<file path="src/rtl/wb_engine_pkg.sv">
// ----------------------------------------------------------------------------
// wb_engine_pkg
// Shared definitions for the Wishbone-style initiator that drives the
// two-engine accelerator slave port.
//   - FSM state encoding of the bus master
//   - slave register map (ID, result, weight and feature addresses)
//   - expected ID register contents
//   - command word layout {we, addr, data} and a helper that packs it
// ----------------------------------------------------------------------------
package wb_engine_pkg;

   // Bus master FSM states
   localparam logic [1:0] ST_IDLE = 2'd0;
   localparam logic [1:0] ST_WR   = 2'd1;
   localparam logic [1:0] ST_RD   = 2'd2;
   localparam logic [1:0] ST_GAP  = 2'd3;

   // Slave register map
   localparam logic [7:0] ADDR_ID0          = 8'h81;
   localparam logic [7:0] ADDR_ID1          = 8'h82;
   localparam logic [7:0] ADDR_ID2          = 8'h83;
   localparam logic [7:0] ADDR_RESULT       = 8'hA0;
   localparam logic [7:0] ADDR_W0_LO        = 8'h51;
   localparam logic [7:0] ADDR_W0_MID       = 8'h52;
   localparam logic [7:0] ADDR_W0_HI        = 8'h53;
   localparam logic [7:0] ADDR_W1_LO        = 8'h54;
   localparam logic [7:0] ADDR_W1_MID       = 8'h55;
   localparam logic [7:0] ADDR_W1_HI        = 8'h56;
   localparam logic [7:0] ADDR_FEATURE_BASE = 8'hC0;  // 0xC0..0xCF

   // Contents of the read-only ID registers
   localparam logic [31:0] ID0_VAL = 32'h414D_5331;
   localparam logic [31:0] ID1_VAL = 32'h4345_4149;
   localparam logic [31:0] ID2_VAL = 32'h322E_3030;

   // One buffered command
   typedef struct packed {
      logic        we;
      logic [7:0]  addr;
      logic [31:0] data;
   } cmd_t;

   localparam int CMD_W = $bits(cmd_t);  // 41

   function automatic cmd_t make_cmd(input logic we, input logic [7:0] addr,
                                     input logic [31:0] data);
      cmd_t c;
      c.we   = we;
      c.addr = addr;
      c.data = data;
      return c;
   endfunction

endpackage

</file>
<file path="src/rtl/wb_cmd_fifo.sv">
// ----------------------------------------------------------------------------
// wb_cmd_fifo
// Synchronous first-word-fall-through FIFO for initiator commands.
// Ports:
//   clk, rst        clock, asynchronous active-high reset (empties the FIFO)
//   push, push_data write request; ignored while full (even if popping)
//   pop, pop_data   read request; pop_data always shows the head entry
//   full, empty     occupancy flags
//   count           number of stored entries (0..DEPTH)
// ----------------------------------------------------------------------------
module wb_cmd_fifo
   import wb_engine_pkg::*;
#(
   parameter int DEPTH = 4,
   parameter int W     = CMD_W
) (
   input  logic                       clk,
   input  logic                       rst,
   input  logic                       push,
   input  logic [W-1:0]               push_data,
   input  logic                       pop,
   output logic [W-1:0]               pop_data,
   output logic                       full,
   output logic                       empty,
   output logic [$clog2(DEPTH):0]     count
);

   localparam int AW = $clog2(DEPTH);

   logic [W-1:0]  mem [DEPTH];
   logic [AW-1:0] wr_ptr;
   logic [AW-1:0] rd_ptr;
   logic          do_push;
   logic          do_pop;

   // full/empty come from the registered count only, so a push while full
   // is refused even when a pop frees a slot in the same cycle.
   assign full     = (count == (AW+1)'(DEPTH));
   assign empty    = (count == '0);
   assign do_push  = push && !full;
   assign do_pop   = pop && !empty;
   assign pop_data = mem[rd_ptr];

   always_ff @(posedge clk) begin
      if (do_push) begin
         mem[wr_ptr] <= push_data;
      end
   end

   // Pointers wrap naturally because DEPTH is a power of two.
   always_ff @(posedge clk or posedge rst) begin
      if (rst) begin
         wr_ptr <= '0;
         rd_ptr <= '0;
         count  <= '0;
      end else begin
         if (do_push) wr_ptr <= wr_ptr + AW'(1);
         if (do_pop)  rd_ptr <= rd_ptr + AW'(1);
         case ({do_push, do_pop})
            2'b10:   count <= count + (AW+1)'(1);
            2'b01:   count <= count - (AW+1)'(1);
            default: count <= count;
         endcase
      end
   end

endmodule

</file>
<file path="src/rtl/wb_engine_master.sv">
// ----------------------------------------------------------------------------
// wb_engine_master
// Wishbone-style initiator for the two-engine accelerator slave port.
// Commands are buffered in a small FIFO and issued one at a time; each
// accepted command produces exactly one response, in order.
// Ports:
//   clk, rst                         clock, async active-high reset
//   cmd_valid/cmd_ready              command handshake
//   cmd_we, cmd_addr, cmd_data       command (data ignored for reads)
//   rsp_valid                        one-cycle completion pulse
//   rsp_we, rsp_err, rsp_data        completion info, held until next response
//   wb_cyc, wb_str, wb_we            bus control (0 whenever the bus is idle)
//   wb_addr, wb_dat_o                bus address / write data (hold last value)
//   wb_dat_i, wb_ack                 slave read data / write acknowledge
//   busy                             FIFO non-empty or transaction in flight
//
// Handshake: a command is transferred on a rising clk edge where
// cmd_valid && cmd_ready are both 1; cmd_ready depends only on registered
// FIFO occupancy, and the command inputs must be stable while cmd_valid=1.
// ----------------------------------------------------------------------------
module wb_engine_master
   import wb_engine_pkg::*;
#(
   parameter int FIFO_DEPTH = 4,
   parameter int READ_LAT   = 1,
   parameter int TIMEOUT    = 16
) (
   input  logic        clk,
   input  logic        rst,
   input  logic        cmd_valid,
   output logic        cmd_ready,
   input  logic        cmd_we,
   input  logic [7:0]  cmd_addr,
   input  logic [31:0] cmd_data,
   output logic        rsp_valid,
   output logic        rsp_we,
   output logic        rsp_err,
   output logic [31:0] rsp_data,
   output logic        wb_cyc,
   output logic        wb_str,
   output logic        wb_we,
   output logic [7:0]  wb_addr,
   output logic [31:0] wb_dat_o,
   input  logic [31:0] wb_dat_i,
   input  logic        wb_ack,
   output logic        busy
);

   // The same counter times write strobes (up to TIMEOUT) and read
   // strobes (READ_LAT+1), so it is sized for the larger of the two.
   localparam int CNT_MAX = (TIMEOUT > READ_LAT + 1) ? TIMEOUT : READ_LAT + 1;
   localparam int CNT_W   = $clog2(CNT_MAX + 1);
   localparam int FC_W    = $clog2(FIFO_DEPTH) + 1;

   logic [1:0]       state;
   logic [CNT_W-1:0] cnt;

   logic             fifo_full;
   logic             fifo_empty;
   logic [FC_W-1:0]  fifo_count;
   logic [CMD_W-1:0] fifo_head_raw;
   cmd_t             head;
   logic             fifo_pop;

   assign head      = cmd_t'(fifo_head_raw);
   assign cmd_ready = !fifo_full;
   assign fifo_pop  = (state == ST_IDLE) && !fifo_empty;
   assign busy      = (fifo_count != '0) || (state != ST_IDLE);

   wb_cmd_fifo #(
      .DEPTH (FIFO_DEPTH),
      .W     (CMD_W)
   ) u_fifo (
      .clk       (clk),
      .rst       (rst),
      .push      (cmd_valid),
      .push_data (make_cmd(cmd_we, cmd_addr, cmd_data)),
      .pop       (fifo_pop),
      .pop_data  (fifo_head_raw),
      .full      (fifo_full),
      .empty     (fifo_empty),
      .count     (fifo_count)
   );

   always_ff @(posedge clk or posedge rst) begin
      if (rst) begin
         state     <= ST_IDLE;
         cnt       <= '0;
         wb_cyc    <= 1'b0;
         wb_str    <= 1'b0;
         wb_we     <= 1'b0;
         wb_addr   <= '0;
         wb_dat_o  <= '0;
         rsp_valid <= 1'b0;
         rsp_we    <= 1'b0;
         rsp_err   <= 1'b0;
         rsp_data  <= '0;
      end else begin
         rsp_valid <= 1'b0;
         case (state)
            ST_IDLE: begin
               if (!fifo_empty) begin
                  wb_addr  <= head.addr;
                  wb_dat_o <= head.data;
                  wb_we    <= head.we;
                  wb_cyc   <= 1'b1;
                  wb_str   <= 1'b1;
                  cnt      <= '0;
                  state    <= head.we ? ST_WR : ST_RD;
               end
            end
            ST_WR: begin
               // An ack on the final allowed cycle still counts as success.
               if (wb_ack || (cnt == CNT_W'(TIMEOUT - 1))) begin
                  rsp_valid <= 1'b1;
                  rsp_we    <= 1'b1;
                  rsp_err   <= !wb_ack;
                  rsp_data  <= '0;
                  wb_cyc    <= 1'b0;
                  wb_str    <= 1'b0;
                  wb_we     <= 1'b0;
                  state     <= ST_GAP;
               end else begin
                  cnt <= cnt + CNT_W'(1);
               end
            end
            ST_RD: begin
               // The slave registers read data, so it is valid READ_LAT
               // cycles after the first strobe cycle.
               if (cnt == CNT_W'(READ_LAT)) begin
                  rsp_valid <= 1'b1;
                  rsp_we    <= 1'b0;
                  rsp_err   <= 1'b0;
                  rsp_data  <= wb_dat_i;
                  wb_cyc    <= 1'b0;
                  wb_str    <= 1'b0;
                  wb_we     <= 1'b0;
                  state     <= ST_GAP;
               end else begin
                  cnt <= cnt + CNT_W'(1);
               end
            end
            ST_GAP: begin
               // One dead cycle so the slave's write pulse and read
               // register clear between transactions.
               state <= ST_IDLE;
            end
            default: begin
               state <= ST_IDLE;
            end
         endcase
      end
   end

endmodule

</file>
<file path="config.mk">
export PLATFORM = sky130hd
export DESIGN_NAME = wb_engine_master
export DESIGN_NICKNAME = d
export VERILOG_FILES = /design/src/rtl/wb_engine_pkg.sv /design/src/rtl/wb_cmd_fifo.sv /design/src/rtl/wb_engine_master.sv
export SDC_FILE = /design/constraint.sdc
export NUM_CORES = 1
export LEC_CHECK = 0
export CORE_ASPECT_RATIO = 0.6
export CORE_MARGIN = 1.5
export CORE_UTILIZATION = 35
export CTS_BUF_LIST = sky130_fd_sc_hd__clkbuf_4
export DETAILED_ROUTE_END_ITERATION = 6
export PLACE_DENSITY = 0.57
export SETUP_SLACK_MARGIN = 0.4
export SLEW_MARGIN = 20
export SYNTH_ARGS = -nofsm -noshare
export SYNTH_HDL_FRONTEND = slang
export SYNTH_SLANG_ARGS = --single-unit
</file>
<file path="constraint.sdc">
create_clock -name clk -period 3.1 [get_ports clk]
set_input_delay 0.465 -clock clk [delete_from_list [all_inputs] [get_ports clk]]
set_output_delay 0.465 -clock clk [all_outputs]
set_load 0.01 [all_outputs]
</file>
# ---- Word level (Yosys, flattened, before mapping)
# Memories as Yosys holds them, arrays and structs flattened.
# Cells that the tools add are included.
dict set report op_classes {
  addsub 5
  n_eq_ne 13
  muxes 28
  bitwise 1
  reduce_logical 20
}
# cell count
set ops {}
lappend ops {{2-to-1 mux 32 bit} 2}
lappend ops {{case mux 32 bit (2 select lines)} 1}
lappend ops {{2-to-1 mux 5 bit} 3}
lappend ops {{case mux 5 bit (3 select lines)} 1}
lappend ops {{2-to-1 mux 1 bit} 10}
lappend ops {{inequality test 2 bit, second input constant} 5}
lappend ops {{2-to-1 mux 2 bit} 4}
lappend ops {{case mux 2 bit (4 select lines)} 1}
lappend ops {{AND reduction 4 bit} 2}
lappend ops {{equality test 2 bit, second input constant} 3}
lappend ops {{case mux 1 bit (2 select lines)} 3}
lappend ops {{case mux 1 bit (3 select lines)} 2}
lappend ops {{case mux 3 bit (2 select lines)} 1}
lappend ops {{AND reduction 3 bit} 2}
lappend ops {{nonzero test 2 bit} 3}
lappend ops {{nonzero test 3 bit} 2}
lappend ops {{adder 5 x 1 -> 5 bit, second input constant} 1}
lappend ops {{equality test 5 x 1 -> 1 bit, second input constant} 1}
lappend ops {{equality test 5 x 4 -> 1 bit, second input constant} 1}
lappend ops {{adder 2 x 1 -> 2 bit, second input constant} 2}
lappend ops {{equality test 2 x 1 -> 1 bit, second input constant} 2}
lappend ops {{adder 3 x 1 -> 3 bit, second input constant} 1}
lappend ops {{equality test 3 bit, second input constant} 1}
lappend ops {{logical AND 1 bit} 3}
lappend ops {{other kinds (7)} 10}
dict set report word_totals {
  register_bits 91
  ramBits 164
  in_bits 77
  out_inout_bits 80
  word_cells 81
  mem_count 1
}
# name depth width rd rd_ports_with_merged_regs wr line
set memory_table {}
lappend memory_table {u_fifo.mem 4 41 1 0 1 wb_cmd_fifo.sv:30} ;# logic [W-1:0] mem [DEPTH];

# ---- Logic depth before layout (Yosys ltp)
# Gate-level depths: netlist of run 1.
dict set report logic_depth {
  word_depth 6
  ltp_mapped 11
  ltp_nobuf 10
}

# ---- Hierarchy
# From an unflattened synthesis of run 1, not the netlist that was laid out.
dict set report hier_totals {
  hier_cells 483
  hier_area_um2 9739.3
}
# module n_inst cells_per_inst area_each_um2 seq_area_each_um2
set modules_own_cells {}
lappend modules_own_cells {wb_cmd_fifo 1 253 6399.9 5099.9}
lappend modules_own_cells {wb_engine_master 1 230 3339.5 2102.0}

# ---- Worst setup path after synthesis of run 1
# OpenSTA, ideal clock, no wires.
dict set report synth_timing {
  kind {reg2reg}
  startpoint {reg state[0]}
  endpoint {reg u_fifo.count[2]}
  setup_ns 0.079
  arrival_ns 2.223
  required_ns 3.021
  path_slack_ns 0.798
  path_stages_with_launch 12
  n_path_buf 1
  synth_period_minus_slack_ns 2.302
  path_cell_list {dfrtp_1 inv_1 ha_1 o31ai_2 inv_2 clkbuf_1 ha_1 inv_1 fa_1 xor2_1 nor2_1 xor2_1}
}
dict set report synth_between {
  elab_chain_len 5
  elab_cells_between_ends 7
  classes_between {2 x eq/ne; 1 x mux; 4 x reduce/logical}
}
# element line
set synth_lines {}
lappend synth_lines {{start: declaration} wb_engine_master.sv:55} ;# logic [1:0] state;
lappend synth_lines {{start signal: assignment} wb_engine_master.sv:109} ;# state <= head.we ? ST_WR : ST_RD;
lappend synth_lines {{zero test 2 bit (*)} wb_engine_master.sv:67} ;# assign fifo_pop = (state == ST_IDLE) && !fifo_empty;
lappend synth_lines {{logical AND 1 bit (*)} wb_engine_master.sv:67}
lappend synth_lines {{named net fifo_pop} wb_engine_master.sv:63} ;# logic fifo_pop;
lappend synth_lines {{logical AND 1 bit (*)} wb_cmd_fifo.sv:41} ;# assign do_pop = pop && !empty;
lappend synth_lines {{equality test 2 x 1 -> 1 bit or equality test 2 bit (tied branches)} wb_cmd_fifo.sv:59} ;# case ({do_push, do_pop})
lappend synth_lines {{case mux 3 bit (2 select lines) or nonzero test 2 bit (tied branches)} n/a}
lappend synth_lines {{end signal: assignment} wb_cmd_fifo.sv:60} ;# 2'b10: count <= count + (AW+1)'(1);
lappend synth_lines {{end signal: assignment} wb_cmd_fifo.sv:61} ;# 2'b01: count <= count - (AW+1)'(1);
lappend synth_lines {{end signal: assignment} wb_cmd_fifo.sv:62} ;# default: count <= count;
lappend synth_lines {{end: declaration} wb_cmd_fifo.sv:25} ;# output logic [$clog2(DEPTH):0] count
# The timed path passes the listed nets; every way through them passes the cells marked *.
# A chain may end at the register's enable or synchronous reset.

# ---- Worst setup path in the final report of run 1
dict set report layout_timing {
  startpoint {reg u_fifo.count[0]}
  endpoint {out cmd_ready}
}
dict set report layout_between {
  elab_chain_len 2
}
# element line
set layout_lines {}
lappend layout_lines {{equality test 3 bit} wb_cmd_fifo.sv:38} ;# assign full = (count == (AW+1)'(DEPTH));
lappend layout_lines {{zero test 1 bit} wb_engine_master.sv:66} ;# assign cmd_ready = !fifo_full;
lappend layout_lines {{end: declaration} wb_engine_master.sv:31} ;# output logic cmd_ready,
# Every way passes these cells.

==> impl_metrics.csv, run 1 <==
group,metric,value,unit
run_status,outcome,"completed",
die,die_w,219,µm
placed_design,hpwl,13.3,mm
sta,worst_slew_margin_rel,57.1,%
global_routing,grt_pass1_vias,6024,
drt,dr.first_iter.drc_count,370,
global_routing,use_met2,21.8,%
global_routing,grt_overflow_total,0,
drt,via_per_inst,4.50,
sta,skew,0.0192,ns
cells_and_area,syn2layout_area_growth,29.4,%
die,rows,47,
flow_run,drv_cap,0,
sta,post-route-min-period,2.52,ns
global_routing,grt.met1_usage,22.7,%
power_and_ir_drop,pwr-share-comb,35.4,%
sta,setup_tns,0,ns
placed_design,place_inst,1135,
sta,rsz0062_at_grt,"no",
global_routing,grt_pass1_wl,34.3,mm
global_routing,grt_usage,15.4,%
critical_path,critical_path_class,"reg2out",
drt,vias,5643,
power_and_ir_drop,intPower,8.16,mW
placed_design,numPortBuffers,156,
yosys,yosys.area.top_type,"edfxtp_1",
cts,clockBufferDepth,3,
critical_path,crit_path_start_kind,"flip-flop",
cts,clock_latency,0.71,ns
yosys,ys_seq_area_share,73.4,%
sta,period_share,81.4,%
critical_path,critPathArrivalTime,2.06,ns
drt,drc,0,
cts,htreeDepth,2,
cells_and_area,post-route-util,46.0,%
power_and_ir_drop,power_density,970,nW/µm²
die,core,27600,µm²
cts,cts_num_sinks,255,
global_routing,global_route.usage.met3,4.11,%
sta,slew_violations,0,
yosys,ys_top_cells_by_area,"edfxtp_1 50%, dfrtp_1 23%, mux4_2 9.4%, nand2_1 7.3%, ha_1 1.5%",
sta,fmax,396,MHz
global_routing,grt_max_degree,69,
power_and_ir_drop,p_switching,4.16,mW
yosys,synth_area,9810,µm²
sta,setup_viol,0,
drt,routed_wl,21.5,mm
drt,first_pass_iters,5,
critical_path,slowest_delay,0.58,ns
drt,ant_nets,0,
power_and_ir_drop,p_total,12.3,mW
yosys,syn_inst,629,
critical_path,cp_max_fo,6,
cells_and_area,design_area,12700,µm²
global_routing,antenna_found_initial,1,
yosys,synth_nets,719,
cells_and_area,finalNonFillerCells,1254,
die,initial_core_util,35.6,%
critical_path,cp_slowest_cell,"clkdlybuf4s50_1",
placed_design,place_congestion,0.701,
power_and_ir_drop,power.leakage,4.87,nW
critical_path,crit_family,"buffers and inverters",
cts,cts.clk_slew.worst_paths,0.06,ns
power_and_ir_drop,netSwitchingFraction,33.8,%
yosys,synth_top_area_share,50.2,%
sta,setup_ws,0.577,ns
yosys,synth_cell_types,38,
yosys,synth_area_per_cell,15.6,µm²
cts,cts_inserted_buffers,61,
critical_path,cp.buffers_inverters,2,
critical_path,crit_chain,"inv_1 > nand3_1 > clkdlybuf4s50_1",
yosys,ys_ff_latch,255,
sta,worstMarginPinSlew,0.643,ns
power_and_ir_drop,seqPwrFrac,41.7,%
cts,cts_tree,"done",
cts,root_buffer,"clkbuf_4",
cells_and_area,nNetsFinal,923,
die,dieArea,29100,µm²
power_and_ir_drop,clockPowerShare,23.0,%
cells_and_area,drive_above_1_share,20.2,%
drt,avgRoutedWirePerCell,17.2,µm
cells_and_area,final_common_cell,"nand2_1",
die,die_y,133,µm
die,ioPinCount,157,
critical_path,worst_setup_path_end_kind,"output port",
placed_design,dpl_cell_area,11800,µm²
critical_path,cp.required,2.63,ns
global_routing,top_usage_layer,"met1",
yosys,ys_warn_count,0,
sta,hold_slack,0.147,ns
placed_design,post-place-ws,0.775,ns
sta,hold_viol_final,0,
min_path,hold_class,"in2async",
cells_and_area,layout_common_cells,"191 x nand2_1, 164 x edfxtp_1, 155 x clkdlybuf4s50_1",
power_and_ir_drop,irDropWorstVdd,0.544,mV
-- routing by layer --
| layer | wire length, µm | vias to the layer above |
|---|---|---|
| met4 | 411 | 0 |
| met5 | 0 | - |
| li1 | - | 2713 |
| met3 | 1250 | 35 |
| met1 | 10700 | 2748 |
| met2 | 9170 | 147 |
-- sequential cells by signal, summed over array words and instances (netlist names) --
name and cells:
wb_we 1, state 2, u_fifo.mem 164, rsp_we 1
wb_addr 8, wb_dat_o 32, wb_str 1, rsp_valid 1
cnt 5, rsp_data 32, u_fifo.rd_ptr 2, u_fifo.count 3
u_fifo.wr_ptr 2, rsp_err 1
-- worst reg2reg max path, delay by kind of cell (launching register included) --
family          cells  cell delay (ns)
fa+ha+maj           2             0.43
flops               1             0.42
compound gates      2             0.81
simple gates        2             0.22
mux                 1             0.25
-- power by group through the flow --
stage	Clock [mW]	Combinational, mW	Sequential, mW
floorplan	0	2.68	5.16
global placement	0	4.36	5.21
detailed placement	0	4.39	5.21
CTS	2.95	4.45	5.16
global route	3.12	4.84	5.25
finish	2.83	4.36	5.13
-- layout make-up --
class,count,area [µm²]
diodes,2,5.00
clock buffers,96,721
clock inverters,19,105
fillers,2474,14900
inverters,15,60.1
multi-input cells,328,2430
flip-flops and latches,255,7210
well taps,367,459
repair buffers,172,1710
-- worst paths after layout --
kind | start | to | slack [ns] | cells past startpoint
max | u_fifo.count[0] | cmd_ready | 0.58 | 3
min | rst | wb_we | 0.15 | 2
max reg2reg | cnt[0] | cnt[3] | 0.87 | 7
min reg2reg | wb_dat_o[10] | wb_dat_o[10] | 0.47 | 2
max in group asynchronous | rst | wb_dat_o[24] | 2.28 | 3
min in group clk | wb_dat_i[4] | rsp_data[4] | 0.30 | 3
-- cells in the mapped netlist (all sizes together) --
cell type,instances
nor3b,1
edfxtp,164
o21a,1
fa,1
xnor2,4
nand3b,3
nor2b,2
nand3,5
dfrtp,91
and3,5
mux2,2
o31ai,3
a21oi,1
a2111oi,1
nor2,2
mux2i,3
and2,1
xor2,2
ha,12
mux4,41
nor4b,2
nand2,191
clkbuf,18
inv,15
o21ai,40
o211ai,2
buf,13
or3b,1
nand2b,1
nand4b,1
-- logic make-up (layout without fill, tap and decap cells) --
family          after synthesis  in the layout  synth area share, %
flops                       255            255                 73.4
simple gates                215            215                 9.18
compound gates               48             48                 3.02
mux                          46             46                 9.98
buf+inv                      46            302                 2.15
fa+ha+maj                    13             13                 1.73
xor+xnor                      6              6                0.536
other cells                   0              2                    0
-- repair_timing --
item / 4_1_cts / 5_1_grt
gates resized for setup: 5 / 0
hold buffers: 0 / 0
setup buffers: 1 / 1
endpoints found under the setup margin: 1 / 1
(Power assumes the default switching activity.)
==> run 2: changes to the inputs <==
- clock period: 3.1 -> 2.5 ns (I/O delays scaled with it)
==> run 2 against run 1 <==
Compared with the run above:
- clock power grew 19%
- design area grew 2.1%
- largest power group unchanged
- power grew 26%
- first-iteration DRC count grew 20%
- cell count grew 0.88%
- global-route usage shrank 0.30 points
- sequential share of layout area shrank 1.1 points
- hold slack lost 0.051 ns
- worst setup slack lost 0.30 ns
==> impl_metrics.csv, run 2 (synthesis gave the netlist of run 1 again) <==
group,metric,value,unit
run_status,outcome,"completed",
sta,period_share,89.1,%
cts,cts_tree,"done",
sta,skew,0.0290,ns
power_and_ir_drop,pwr-share-comb,38.3,%
sta,post-route-min-period,2.23,ns
cells_and_area,finalNonFillerCells,1265,
placed_design,place_congestion,0.709,
drt,drc,0,
power_and_ir_drop,irDropWorstVdd,0.758,mV
global_routing,grt_pass1_wl,33.2,mm
cells_and_area,diodes,0,
die,die_w,219,µm
global_routing,grt_pass1_vias,5952,
global_routing,antenna_found_initial,0,
sta,rsz0062_at_grt,"yes",
sta,slew_violations,0,
power_and_ir_drop,intPower,10.3,mW
cts,clockBufferDepth,3,
cells_and_area,drive_above_1_share,21.0,%
critical_path,crit_path_start_kind,"flip-flop",
power_and_ir_drop,netSwitchingFraction,33.9,%
cts,cts_num_sinks,255,
drt,ant_nets,0,
die,die_y,133,µm
drt,avgRoutedWirePerCell,16.7,µm
die,rows,47,
cts,htreeDepth,2,
placed_design,hpwl,12.6,mm
die,initial_core_util,35.6,%
power_and_ir_drop,p_switching,5.27,mW
cells_and_area,syn2layout_area_growth,32.1,%
critical_path,cp_max_fo,2,
cts,clock_latency,0.72,ns
global_routing,grt_usage,15.1,%
sta,hold_viol_final,0,
cts,cts_inserted_buffers,61,
cells_and_area,largest_reg_flops,164,
flow_run,drv_cap,0,
critical_path,critical_path_class,"reg2out",
drt,vias,5768,
critical_path,worst_setup_path_end_kind,"output port",
sta,setup_tns,0,ns
cells_and_area,nNetsFinal,935,
critical_path,cp.required,2.12,ns
die,ioPinCount,157,
die,core,27600,µm²
sta,worst_slew_margin_rel,64.0,%
sta,setup_viol,0,
cells_and_area,top_register,"u_fifo.mem",
drt,via_per_inst,4.56,
cts,cts.clk_slew.worst_paths,0.07,ns
placed_design,numPortBuffers,156,
min_path,hold_class,"in2async",
critical_path,critPathArrivalTime,1.85,ns
power_and_ir_drop,seqPwrFrac,40.0,%
global_routing,grt_overflow_total,0,
die,dieArea,29100,µm²
drt,routed_wl,21.2,mm
power_and_ir_drop,clockPowerShare,21.7,%
power_and_ir_drop,power_density,1200,nW/µm²
drt,first_pass_iters,6,
cells_and_area,final_common_cell,"nand2_1",
cells_and_area,reg_top3,"u_fifo.mem x164, rsp_data x32, wb_dat_o x32",
cts,root_buffer,"clkbuf_4",
power_and_ir_drop,power.leakage,5.41,nW
placed_design,place_inst,1138,
global_routing,grt_max_degree,44,
cells_and_area,layout_common_cells,"191 x nand2_1, 164 x edfxtp_1, 118 x clkdlybuf4s50_1",
drt,dr.first_iter.drc_count,443,
sta,fmax,449,MHz
sta,worstMarginPinSlew,0.537,ns
-- run 2: power groups by stage --
stage / clock, mW / combinational, mW / sequential, mW
6_report: 3.37 / 5.95 / 6.22
2_1_floorplan: 0 / 3.34 / 6.39
3_5_place_dp: 0 / 5.69 / 6.31
3_3_place_gp: 0 / 5.65 / 6.31
5_1_grt: 3.76 / 6.59 / 6.35
4_1_cts: 3.51 / 6.08 / 6.24
-- run 2: worst paths after layout --
path                                   start      endpoint  slack, ns  cells after the start
worst max-delay path                state[1]          busy       0.27                      5
worst min-delay path                     rst  rsp_data[23]        0.1                      3
worst max register to register        cnt[0]  rsp_data[25]       0.45                      8
worst min register to register  wb_dat_o[13]  wb_dat_o[13]       0.47                      2
max in group asynchronous                rst   rsp_data[2]       2.04                      3
min in group clk                 wb_dat_i[4]   rsp_data[4]       0.20                      3
-- run 2: area by class of cell --
cell class              count  area [µm²]
multi-input cells         328        2450
clock inverters            31         156
inverters                  15        60.1
well taps                 367         459
repair buffers            184        1980
flip-flops and latches    255        7210
clock buffers              85         638
fillers                  2466       14600
-- run 2: layer usage --
metal | vias up | GRT usage (%) | wire, µm
met1 | 2842 | 22.4 | 10400
li1 | 2736 | - | -
met3 | 42 | 4.46 | 1310
met4 | 0 | 5.75 | 519
met2 | 148 | 20.6 | 8900
met5 | - | 0 | 0
-- run 2: repair_timing --
item / in CTS / in global routing
buffers inserted: 5 / 4
resized for setup: 21 / 35
pin swaps: 2 / 1
setup endpoints to repair: 46 / 65
hold endpoints to repair: 0 / 0
cloned: 2 / 0
hold buffers: 0 / 0
-- run 2: through the flow --
stage          utilization [%]  area (µm²)  worst slack, ns  total power [mW]  hold WS [ns]
2_1_floorplan                -        9830            0.375              9.73         0.470
3_3_place_gp              43.3       11900            0.341              12.0         0.459
3_5_place_dp              43.3       11900            0.291              12.0         0.462
4_1_cts                   46.6       12800            0.127              15.8        0.0418
5_1_grt                   47.0       13000            0.113              16.7        0.0316
6_report                  47.0       13000            0.274              15.5        0.0959
-- run 2: worst max-delay path, cell delays in order (launching register included) --
cell	delay, ns
dfrtp_1	0.41
inv_2	0.08
ha_4	0.13
nor4b_4	0.25
inv_1	0.12
buf_6	0.14
==> run 3: changes to the inputs <==
- CTS_CLUSTER_DIAMETER: default -> 60
==> results of run 3 <==
Same layout as run 2: the final DEF is identical, and so are final timing and power.
